<file path="config.mk">
export PLATFORM = sky130hd
export DESIGN_NAME = mv_col_sched
export DESIGN_NICKNAME = d
export VERILOG_FILES = /design/src/rtl/mv_pkg.sv /design/src/rtl/mv_col_sched.sv
export SDC_FILE = /design/constraint.sdc
export NUM_CORES = 1
export LEC_CHECK = 0
export CAP_MARGIN = 20
export CORE_UTILIZATION = 33
export DETAILED_ROUTE_END_ITERATION = 10
export HOLD_SLACK_MARGIN = 0.05
export PLACE_DENSITY = 0.61
export SYNTH_ARGS = -nofsm -noshare
export SYNTH_HDL_FRONTEND = slang
export SYNTH_SLANG_ARGS = --single-unit
</file>
<file path="constraint.sdc">
create_clock -name clk -period 2.3 [get_ports clk]
set_input_delay 0.575 -clock clk [delete_from_list [all_inputs] [get_ports clk]]
set_output_delay 0.575 -clock clk [all_outputs]
set_load 0.02 [all_outputs]
</file>
<file path="src/rtl/mv_pkg.sv">
// Shared constants for the matrix column scheduler: default geometry,
// FSM state encoding and PE mode encodings.
package mv_pkg;

  localparam int DEF_NUM_COLS = 16;
  localparam int DEF_IDX_W    = 4;
  localparam int DEF_SEL_LAT  = 2;

  typedef enum logic [2:0] {
    IDLE  = 3'd0,
    LOAD  = 3'd1,
    ISSUE = 3'd2,
    FLUSH = 3'd3,
    DONE  = 3'd4
  } state_t;

  localparam logic MODE_MATVEC = 1'b0;
  localparam logic MODE_DOT    = 1'b1;

endpackage

</file>
<file path="src/rtl/mv_col_sched.sv">
// Column scheduler: steps the 16-column matrix selector through one job,
// presents each column to the PE over valid/ready, frames it with
// clean_dot/last, then spins the selector back to column 0.
// Optional build macro MV_COL_SCHED_PERF_EN adds a 16-bit stall counter.
module mv_col_sched
  import mv_pkg::*;
#(
  parameter int NUM_COLS = DEF_NUM_COLS,
  parameter int IDX_W    = DEF_IDX_W,
  parameter int SEL_LAT  = DEF_SEL_LAT
) (
  input  logic             clk,
  input  logic             rst,
  input  logic             start,
  input  logic [IDX_W:0]   n_cols,
  input  logic             mode,
  output logic             busy,
  output logic             sel_en,
  output logic             sel_ready,
  output logic [IDX_W-1:0] col_idx,
  output logic             pe_valid,
  input  logic             pe_ready,
  output logic             clean_dot,
  output logic             last,
  output logic             done,
  output logic             err
`ifdef MV_COL_SCHED_PERF_EN
  ,
  output logic [15:0]      stall_cnt
`endif
);

  // Wait counter must hold SEL_LAT (reload after a handshake).
  localparam int WAIT_W = (SEL_LAT < 2) ? 1 : $clog2(SEL_LAT + 1);
  localparam logic [WAIT_W-1:0] LAT_FULL  = WAIT_W'(SEL_LAT);
  localparam logic [WAIT_W-1:0] LAT_FIRST = WAIT_W'(SEL_LAT - 1);
  localparam logic [IDX_W:0]    N_MAX     = (IDX_W + 1)'(NUM_COLS);

  state_t            state;
  logic [WAIT_W-1:0] wait_cnt;
  logic [IDX_W:0]    n_lat;
  logic              mode_lat;

  logic              n_legal;
  logic [IDX_W:0]    last_idx;
  logic              beat_last;
  logic              beat_first;

  assign n_legal    = (n_cols != '0) && (n_cols <= N_MAX);
  assign last_idx   = n_lat - (IDX_W + 1)'(1);
  // The beat index equals col_idx because every job starts at column 0.
  assign beat_last  = ({1'b0, col_idx} == last_idx);
  assign beat_first = (col_idx == '0);
  assign sel_en     = busy;

  // Job FSM with registered outputs; pulses default low every cycle.
  always_ff @(posedge clk or posedge rst) begin
    if (rst) begin
      state     <= IDLE;
      wait_cnt  <= '0;
      n_lat     <= '0;
      mode_lat  <= MODE_MATVEC;
      col_idx   <= '0;
      busy      <= 1'b0;
      sel_ready <= 1'b0;
      pe_valid  <= 1'b0;
      clean_dot <= 1'b0;
      last      <= 1'b0;
      done      <= 1'b0;
      err       <= 1'b0;
    end else begin
      sel_ready <= 1'b0;
      done      <= 1'b0;
      err       <= 1'b0;
      case (state)
        IDLE: begin
          if (start) begin
            busy     <= 1'b1;
            n_lat    <= n_cols;
            mode_lat <= mode;
            if (!n_legal) begin
              // Rejected job: finish immediately, selector untouched.
              state <= DONE;
              done  <= 1'b1;
              err   <= 1'b1;
            end else begin
              state    <= LOAD;
              wait_cnt <= LAT_FIRST;
            end
          end
        end
        LOAD: begin
          if (wait_cnt == '0) begin
            state     <= ISSUE;
            pe_valid  <= 1'b1;
            clean_dot <= (mode_lat == MODE_DOT) || beat_first;
            last      <= beat_last;
          end else begin
            wait_cnt <= wait_cnt - 1'b1;
          end
        end
        ISSUE: begin
          // Beat held stable until the PE takes it.
          if (pe_ready) begin
            pe_valid  <= 1'b0;
            clean_dot <= 1'b0;
            last      <= 1'b0;
            sel_ready <= 1'b1;
            col_idx   <= col_idx + 1'b1;
            if (last) begin
              state <= FLUSH;
            end else begin
              // Extra cycle: selector samples the advance pulse first.
              state    <= LOAD;
              wait_cnt <= LAT_FULL;
            end
          end
        end
        FLUSH: begin
          // Keep advancing the selector until both counters sit at 0.
          if (col_idx == '0) begin
            state <= DONE;
            done  <= 1'b1;
          end else begin
            sel_ready <= 1'b1;
            col_idx   <= col_idx + 1'b1;
          end
        end
        DONE: begin
          busy  <= 1'b0;
          state <= IDLE;
        end
        default: state <= IDLE;
      endcase
    end
  end

`ifdef MV_COL_SCHED_PERF_EN
  // Saturating count of cycles a valid beat waits on the PE.
  always_ff @(posedge clk or posedge rst) begin
    if (rst) begin
      stall_cnt <= '0;
    end else if (state == IDLE && start) begin
      stall_cnt <= '0;
    end else if (state == ISSUE && !pe_ready && stall_cnt != 16'hFFFF) begin
      stall_cnt <= stall_cnt + 16'd1;
    end
  end
`endif

endmodule

</file>
# Word-level counts from Yosys, hierarchy flattened
# Index checks and enable logic that the tools add are counted.
# totals
romBits	0
ramBits	0
in_bits	10
memories	0
latch_bits	0
elab_cells	78
ff_bits	22
# op_classes
n_reduce_logical	16
n_eq_ne	13
n_mul	0
n_mux	33
shift	0
order_cmp	1
div_mod_pow	0
bitwise_logic	0
n_addsub	3
# op_table
cell	n
2-bit != test (second input constant)	8
3-bit two-way mux	5
2-bit two-way mux	6
1-bit case mux with 2 select lines	6
3-bit case mux with 4 select lines	1
1-bit two-way mux	11
4-bit two-way mux	2
4-bit case mux with 2 select lines	1
3-bit by 2-bit equality test with 1-bit output (second input constant)	2
2-bit case mux with 3 select lines	1
3-bit AND reduction	2
6-bit AND reduction	1
2-bit nonzero test	3
4-bit by 5-bit equality test with 1-bit output	1
5-bit <= comparator (second input constant)	1
5-bit nonzero test	1
5-bit by 1-bit subtractor with 5-bit output (second input constant)	1
4-bit by 1-bit adder with 4-bit output (second input constant)	1
4-bit logical NOT	1
2-bit AND reduction	2
4-bit AND reduction	1
3-bit by 1-bit equality test with 1-bit output (second input constant)	1
3-bit equality test (second input constant)	1
3-bit logical NOT	1
5 further kinds	5

# Longest topological paths before layout
# Gate-level depths: netlist of run 1.
# depth
depth_word	5
depth_mapped	6
ltp_nobuf	6

# Worst setup path after synthesis of run 1
# OpenSTA, ideal clock, no wires.
# synth_path
kind	input-to-reg
start	in n_cols[0]
end	reg wait_cnt[1]
setup_time_ns	0.125
required_ns	2.175
path_slack_ns	0.329
arrival_ns	1.847
cell_stages	4
cell_sequence	nor4_1 > xor2_1 > a2111oi_2 > mux2_2
# synth_via
elab_chain_len	4
word_cells_on_any_way	5
cone_classes	1 x order compare; 1 x eq/ne; 3 x reduce/logical
# synth_rtl
element	line	source
from (decl)	mv_col_sched.sv:15	input logic [IDX_W:0] n_cols,
5-bit <= comparator or 5-bit nonzero test (tied branches)	mv_col_sched.sv:49	assign n_legal = (n_cols != '0) && (n_cols <= N_MAX);
1-bit logical AND (*)	mv_col_sched.sv:49	
2-bit != test (no source line) (*)	n/a	
6-bit AND reduction (no source line) (*)	n/a	
to (signal assigned)	mv_col_sched.sv:99	wait_cnt <= wait_cnt - 1'b1;
to (decl)	mv_col_sched.sv:40	logic [WAIT_W-1:0] wait_cnt;
# Every way passes the cells marked *; elsewhere a longest branch is shown, timed or not.
# A chain may end at the register's enable or synchronous reset.

# Worst setup path after layout of run 1
# Same ends and word-level chain as after synthesis.

==> results of run 1 <==
-- logic make-up after synthesis --
family / Yosys count / synth area share, %
and+or+nand+nor: 28 / 13.1
AOI/OAI and AO/OA: 24 / 16.0
DFF: 22 / 47.5
buffers and inverters: 15 / 5.83
xor gates and xnor gates: 10 / 7.56
muxes: 6 / 5.72
adders and majority gates: 4 / 4.32
-- metrics by stage --
| step | std cells | hold slack [ns] | util (%) | instance area, um2 |
|---|---|---|---|---|
| after floorplan | 109 | 0.475 | - | 1160 |
| after global placement | 175 | 0.464 | 42.8 | 1430 |
| after detailed placement | 175 | 0.477 | 42.8 | 1430 |
| after CTS | 179 | 0.502 | 43.9 | 1460 |
| after global routing | 179 | 0.514 | 43.9 | 1460 |
| final | 179 | 0.492 | 43.9 | 1460 |
-- worst register-to-register path, cell delays in order (launching register included) --
cell,delay (ns)
dfrtp_1,0.46
inv_1,0.10
ha_1,0.20
nor3b_2,0.21
a2111oi_4,0.51
nand4_1,0.18
xnor2_1,0.15
-- power by group --
group	internal (mW)	switching [mW]	total, mW
registers	0.562	0.223	0.785
clock network	0.0967	0.117	0.213
logic	0.578	0.531	1.11
-- cell usage in the layout (no fill, tap or decap), types with 5 or more instances in the layout --
cell,Yosys,layout
nor2_1,5,5
inv_1,9,9
dfrtp_1,22,22
xnor2_1,6,6
nand2_1,9,9
clkdlybuf4s50_1,0,21
mux2_2,5,5
a21oi_1,8,8
o21ai_0,5,5
-- state kept, by name, indices dropped and copies added, names as in the netlist --
signal / cells
last: 1
clean_dot: 1
err: 1
sel_ready: 1
state: 3
col_idx: 4
n_lat: 5
pe_valid: 1
mode_lat: 1
wait_cnt: 2
done: 1
busy: 1
-- path summary, 6_finish.rpt --
check / from / to / depth (start not counted)
max: n_cols[0] / wait_cnt[1]$_DFFE_PP0P_ / 5
min: clean_dot$_DFFE_PP0P_ / clean_dot$_DFFE_PP0P_ / 2
max reg2reg: col_idx[0]$_DFFE_PP0P_ / col_idx[3]$_DFFE_PP0P_ / 6
min reg2reg: clean_dot$_DFFE_PP0P_ / clean_dot$_DFFE_PP0P_ / 2
max in group asynchronous: rst / col_idx[2]$_DFFE_PP0P_ / 3
min in group asynchronous: rst / state[2]$_DFFE_PP0P_ / 3
-- layout make-up --
class                   count  area, um2
repair buffers             25        240
fillers                   335       1870
inverters                  10       38.8
clock buffers               4       36.3
flip-flops and latches     22        551
well taps                  46       57.6
multi-input cells          72        541
-- synthesized netlist by cell type, types with 3 or more instances --
library cell  count
a21oi_1           8
dfrtp_1          22
ha_1              4
inv_1             9
mux2_2            5
nand2_1           9
nand3_1           3
nor2_1            5
o21ai_0           5
xnor2_1           6
xor2_1            4
-- layer usage --
metal  wire (um)  global-route usage, %
met2        1070                   22.5
met4          13                   2.60
met5           0                      0
met1        1100                   18.5
met3         140                   4.62
==> results by group, run 1 <==
Pwr
  • Final Power: 2.11 mW
  • PD cells: 1440 nW/um2
  • Leak Pwr: 0.645 nW
  • Max rail drop VDD: 642 uV

Place
  • GPL Wtd Cong: 0.805
  • DP Worst Slack: -0.136 ns
  • Final HPWL DP: 1670 um
  • # port buffers: 21

Setup path
  • Data required time of the critical path: 2.51 ns
  • CP max FO: 2
  • Startpoint Class: input pin
  • Crit. End Element: flop
  • WP data arrival: 2.33 ns
  • Crit path cell chain: clkdlybuf4s50_1, nor4_1, xor2_1, a2111oi_2, mux2_2
  • Setup CP Type: input pin to flop
  • Critical Path Max Stage Delay: 0.46 ns
  • WP buf/inv: 1
  • Slowest stage cell on the critical path: a2111oi_2
  • FF-to-FF setup slack: 0.38 ns
  • CP top delay family: compound AO/OA/AOI/OAI gates

CTS
  • CTS tree: done
  • CTS sink cnt: 22
  • Post-CTS Repair Setup Buffers: 0
  • Clock Latency Late Sink: 0.31 ns
  • Hold Buf Count CTS: 0
  • # H-tree levels: 1
  • Total CTS buffers: 3
  • Clock Tree Root: clkbuf_4
  • CTS resizes: 0
  • Clock buffer depth: 2
  • Worst-path clk slew: 0.12 ns

Route
  • WL/cell: 13.0 um
  • Post-route ant nets: 0
  • DRT Pass-1 Iters: 4
  • Vias/cell: 4.83
  • Initial DRC Count: 22
  • Final wirelength: 2330 um
  • Vias: 864
  • DRC errors left: 0

Global routing
  • GR Util All Layers: 14.0%
  • First-pass GRT wire length: 3820 um
  • Remaining global-route overflow: 0
  • Vias in the first global route: 863
  • Antenna violations before repair: 0
  • Pin count of the biggest net entering global routing: 23

Die
  • Initial Util: 34.7%
  • Std-Cell Rows: 21
  • Core footprint: 3340 um2
  • Die H: 61.3 um
  • Top Ports: 22
  • Die area: 3750 um2
  • Die W: 61.3 um

Synth
  • Mapped cell area: 1160 um2
  • Yosys reg bits: 22
  • Yosys top cell area share: 47.5%
  • Distinct cells, synth: 35
  • Synth Flop Type: dfrtp_1
  • Sequential area share after synthesis: 47.5%
  • Avg Synthesized Cell Area: 10.6 um2
  • Ranking of synthesized cells by area: dfrtp_1, mux2_2, xnor2_1
  • Number of synthesized flops with an enable pin: 0
  • Yosys warns: 0
  • Syn nets: 123
  • Ys async rst share: 100%
  • Synth area leader: dfrtp_1
  • Post-Syn Instances: 109

STA
  • Final hold violation count: 0
  • Fmax achieved: 472 MHz
  • Min Tclk post-route: 2.12 ns
  • Setup TNS: 0 ns
  • RSZ-0062 raised after global routing: false
  • Layout Skew: 0.00683 ns
  • Endpoints failing setup: 0
  • Final Cycle Share: 92.2%
  • Setup slack after layout: 0.180 ns
  • Slew Viols, Final: 0
  • Slew HR: 63.5%
  • Worst-Margin Slew: 0.544 ns

Finish
  • Layout Nets: 148
  • Layout area overhead: 26.3%
  • Share of cells above drive strength 1: 14.3%
  • N_diodes: 0

Worst hold path
  • Worst Hold Class: flop to flop

Run
  • Max-cap violations: 0

Outcome
  • Status: finished clean
(Power assumes the default switching activity.)
==> run 2, diff against run 1 <==
--- a/config.mk
+++ b/config.mk
@@ -5,11 +5,12 @@
 export SDC_FILE = /design/constraint.sdc
 export NUM_CORES = 1
 export LEC_CHECK = 0
+export ABC_AREA = 1
 export CAP_MARGIN = 20
 export CORE_UTILIZATION = 33
 export DETAILED_ROUTE_END_ITERATION = 10
 export HOLD_SLACK_MARGIN = 0.05
-export PLACE_DENSITY = 0.61
+export PLACE_DENSITY = 0.6
 export SYNTH_ARGS = -nofsm -noshare
 export SYNTH_HDL_FRONTEND = slang
 export SYNTH_SLANG_ARGS = --single-unit
==> run 2 against run 1 <==
Worst setup slack gained 0.13 ns. Largest power group unchanged. Largest cell class is now multi-input combinational cells. Sequential share of layout area shrank 2.0 points. Sequential cell count is the same.
==> results by group, run 2 <==
Global routing
  • First-pass GRT wire length: 4320 um
  • Antenna violations before repair: 0
  • GR Util All Layers: 13.6%
  • Pin count of the biggest net entering global routing: 23
  • Remaining global-route overflow: 0
  • Vias in the first global route: 1003

CTS
  • Worst-path clk slew: 0.08 ns
  • Hold Buf Count CTS: 0
  • # H-tree levels: 1
  • CTS sink cnt: 22
  • CTS resizes: 0
  • Clock buffer depth: 2
  • Total CTS buffers: 3
  • Clock Latency Late Sink: 0.26 ns
  • Clock Tree Root: clkbuf_8
  • Post-CTS Repair Setup Buffers: 0
  • CTS tree: done

Synth
  • Yosys top cell area share: 45.2%
  • Syn nets: 158
  • Synth top cells by count: nand2_1, dfrtp_1, inv_1
  • Ranking of synthesized cells by area: dfrtp_1, nand2_1, nand3_1
  • Distinct cells, synth: 24
  • Yosys reg bits: 22
  • Most common cell in the netlist: nand2_1
  • Yosys warns: 0
  • Mapped cell area: 1220 um2
  • Number of synthesized flops with an enable pin: 0
  • Synth area leader: dfrtp_1
  • Ys async rst share: 100%
  • Avg Synthesized Cell Area: 8.46 um2
  • Synth Flop Type: dfrtp_1
  • Post-Syn Instances: 144
  • Sequential area share after synthesis: 45.2%

Setup path
  • Critical Path Max Stage Delay: 0.66 ns
  • Startpoint Class: flop
  • WP data arrival: 1.42 ns
  • Crit path cell chain: clkdlybuf4s50_1
  • WP buf/inv: 1
  • CP max FO: 6
  • Critical Path Start: col_idx[0]$_DFFE_PP0P_
  • Reg-to-reg critical path startpoint: state[0]$_DFFE_PP0P_
  • Setup CP Type: flop to primary output
  • Crit. End Element: primary output
  • Data required time of the critical path: 1.73 ns
  • CP top delay family: buffers and inverters
  • Slowest stage cell on the critical path: clkdlybuf4s50_1

STA
  • Slew HR: 76.5%
  • Min Tclk post-route: 1.99 ns
  • Final Cycle Share: 86.6%
  • RSZ-0062 raised after global routing: false
  • Final hold violation count: 0
  • Setup TNS: 0 ns
  • Fmax achieved: 502 MHz
  • Worst-Margin Slew: 0.351 ns
  • Slew Viols, Final: 0
  • Endpoints failing setup: 0
  • Layout Skew: 0.00618 ns

Pwr
  • PD cells: 1420 nW/um2
  • Final Power: 2.20 mW
  • Max rail drop VDD: 335 uV
  • Leak Pwr: 0.755 nW

Die
  • Die H: 62.8 um
  • Top Ports: 22
  • Core footprint: 3440 um2
  • Die area: 3940 um2
  • Die W: 62.8 um
  • Std-Cell Rows: 21
  • Initial Util: 35.4%

Place
  • Final HPWL DP: 1850 um
  • # port buffers: 21
  • GPL Wtd Cong: 0.896

Finish
  • Layout area overhead: 26.9%
  • Max FFs per register: 5
  • Commonest non-fill, non-tap cells in the layout: nand2_1, dfrtp_1, clkdlybuf4s50_1
  • Reg with most FFs: n_lat
  • Largest regs: n_lat x5, col_idx x4, state x3
  • Share of cells above drive strength 1: 9.52%
  • N_diodes: 0
  • Layout Nets: 183
  • Commonest non-fill, non-tap cell in the layout: nand2_1
  • Fillers: 348

Route
  • Vias/cell: 4.45
  • WL/cell: 11.2 um
  • DRT Pass-1 Iters: 4
  • Initial DRC Count: 29
  • Vias: 953
  • Post-route ant nets: 0
  • DRC errors left: 0
  • Final wirelength: 2390 um

Outcome
  • Status: finished clean

Worst hold path
  • Worst Hold Class: flop to flop
  • Hold Startpoint: wait_cnt[1]$_DFFE_PP0P_

Run
  • Max-cap violations: 0
==> run 2: changes by cell type in the layout (fill, tap and decap cells not counted), moves of 4 or more <==
| cell | delta |
|---|---|
| o21ai_0 | +5 |
| nand2_1 | +21 |
| nor2_1 | +10 |
| mux2_2 | -4 |
| nand3_1 | +11 |
| inv_1 | +9 |
==> run 2: layout make-up <==
class | instances | area, um2 | share of cell area, %
timing repair buffer | 22 | 218 | 14.1
clock inverter | 1 | 30.0 | 1.94
tap | 46 | 57.6 | 3.72
clock buffer | 3 | 41.3 | 2.67
inverter | 20 | 75.1 | 4.85
multi-input combinational | 100 | 574 | 37.1
sequential | 22 | 551 | 35.6
==> run 2: cell families after synthesis <==
kind of cell	Yosys count	share of synthesized area (%)
and+or+nand+nor	69	26.3
buffers and inverters	22	7.70
DFF	22	45.2
AOI/OAI and AO/OA	16	7.50
xor gates and xnor gates	9	7.08
adders and majority gates	4	4.11
muxes	2	2.16
==> run 2: path summary, 6_finish.rpt <==
check | endpoint | slack, ns | depth (start not counted)
worst min register to register | wait_cnt[1]$_DFFE_PP0P_ | 0.47 | 2
max in group asynchronous | wait_cnt[1]$_DFFE_PP0P_ | 1.42 | 3
worst max-delay path | col_idx[0] | 0.31 | 1
worst min-delay path | wait_cnt[1]$_DFFE_PP0P_ | 0.47 | 2
worst max register to register | mode_lat$_DFFE_PP0P_ | 0.81 | 3
min in group asynchronous | n_lat[3]$_DFFE_PP0P_ | 0.66 | 3
==> run 2: layer usage <==
layer / GRT usage (%) / vias to the layer above / share of wire [%]
met5: 0 / - / 0
met4: 4.65 / 0 / 1.2
met3: 2.55 / 2 / 2.5
li1: - / 508 / -
met2: 22.1 / 14 / 45
met1: 18.2 / 429 / 51
==> run 2: where the power goes <==
| group | switching (mW) | internal, mW |
|---|---|---|
| Clock | 0.122 | 0.232 |
| Sequential | 0.168 | 0.555 |
| Combinational | 0.638 | 0.485 |
| Total | 0.929 | 1.27 |
==> run 2: metrics by stage <==
step	hold slack (ns)	worst slack, ns	instances	cell area [um2]	utilization, %
floorplan	0.442	0.943	144	1220	-
global placement	0.464	0.472	210	1480	42.9
detailed placement	0.463	0.436	210	1480	42.9
CTS	0.481	0.287	214	1550	44.9
global route	0.535	0.257	214	1550	44.9
finish	0.474	0.308	214	1550	44.9
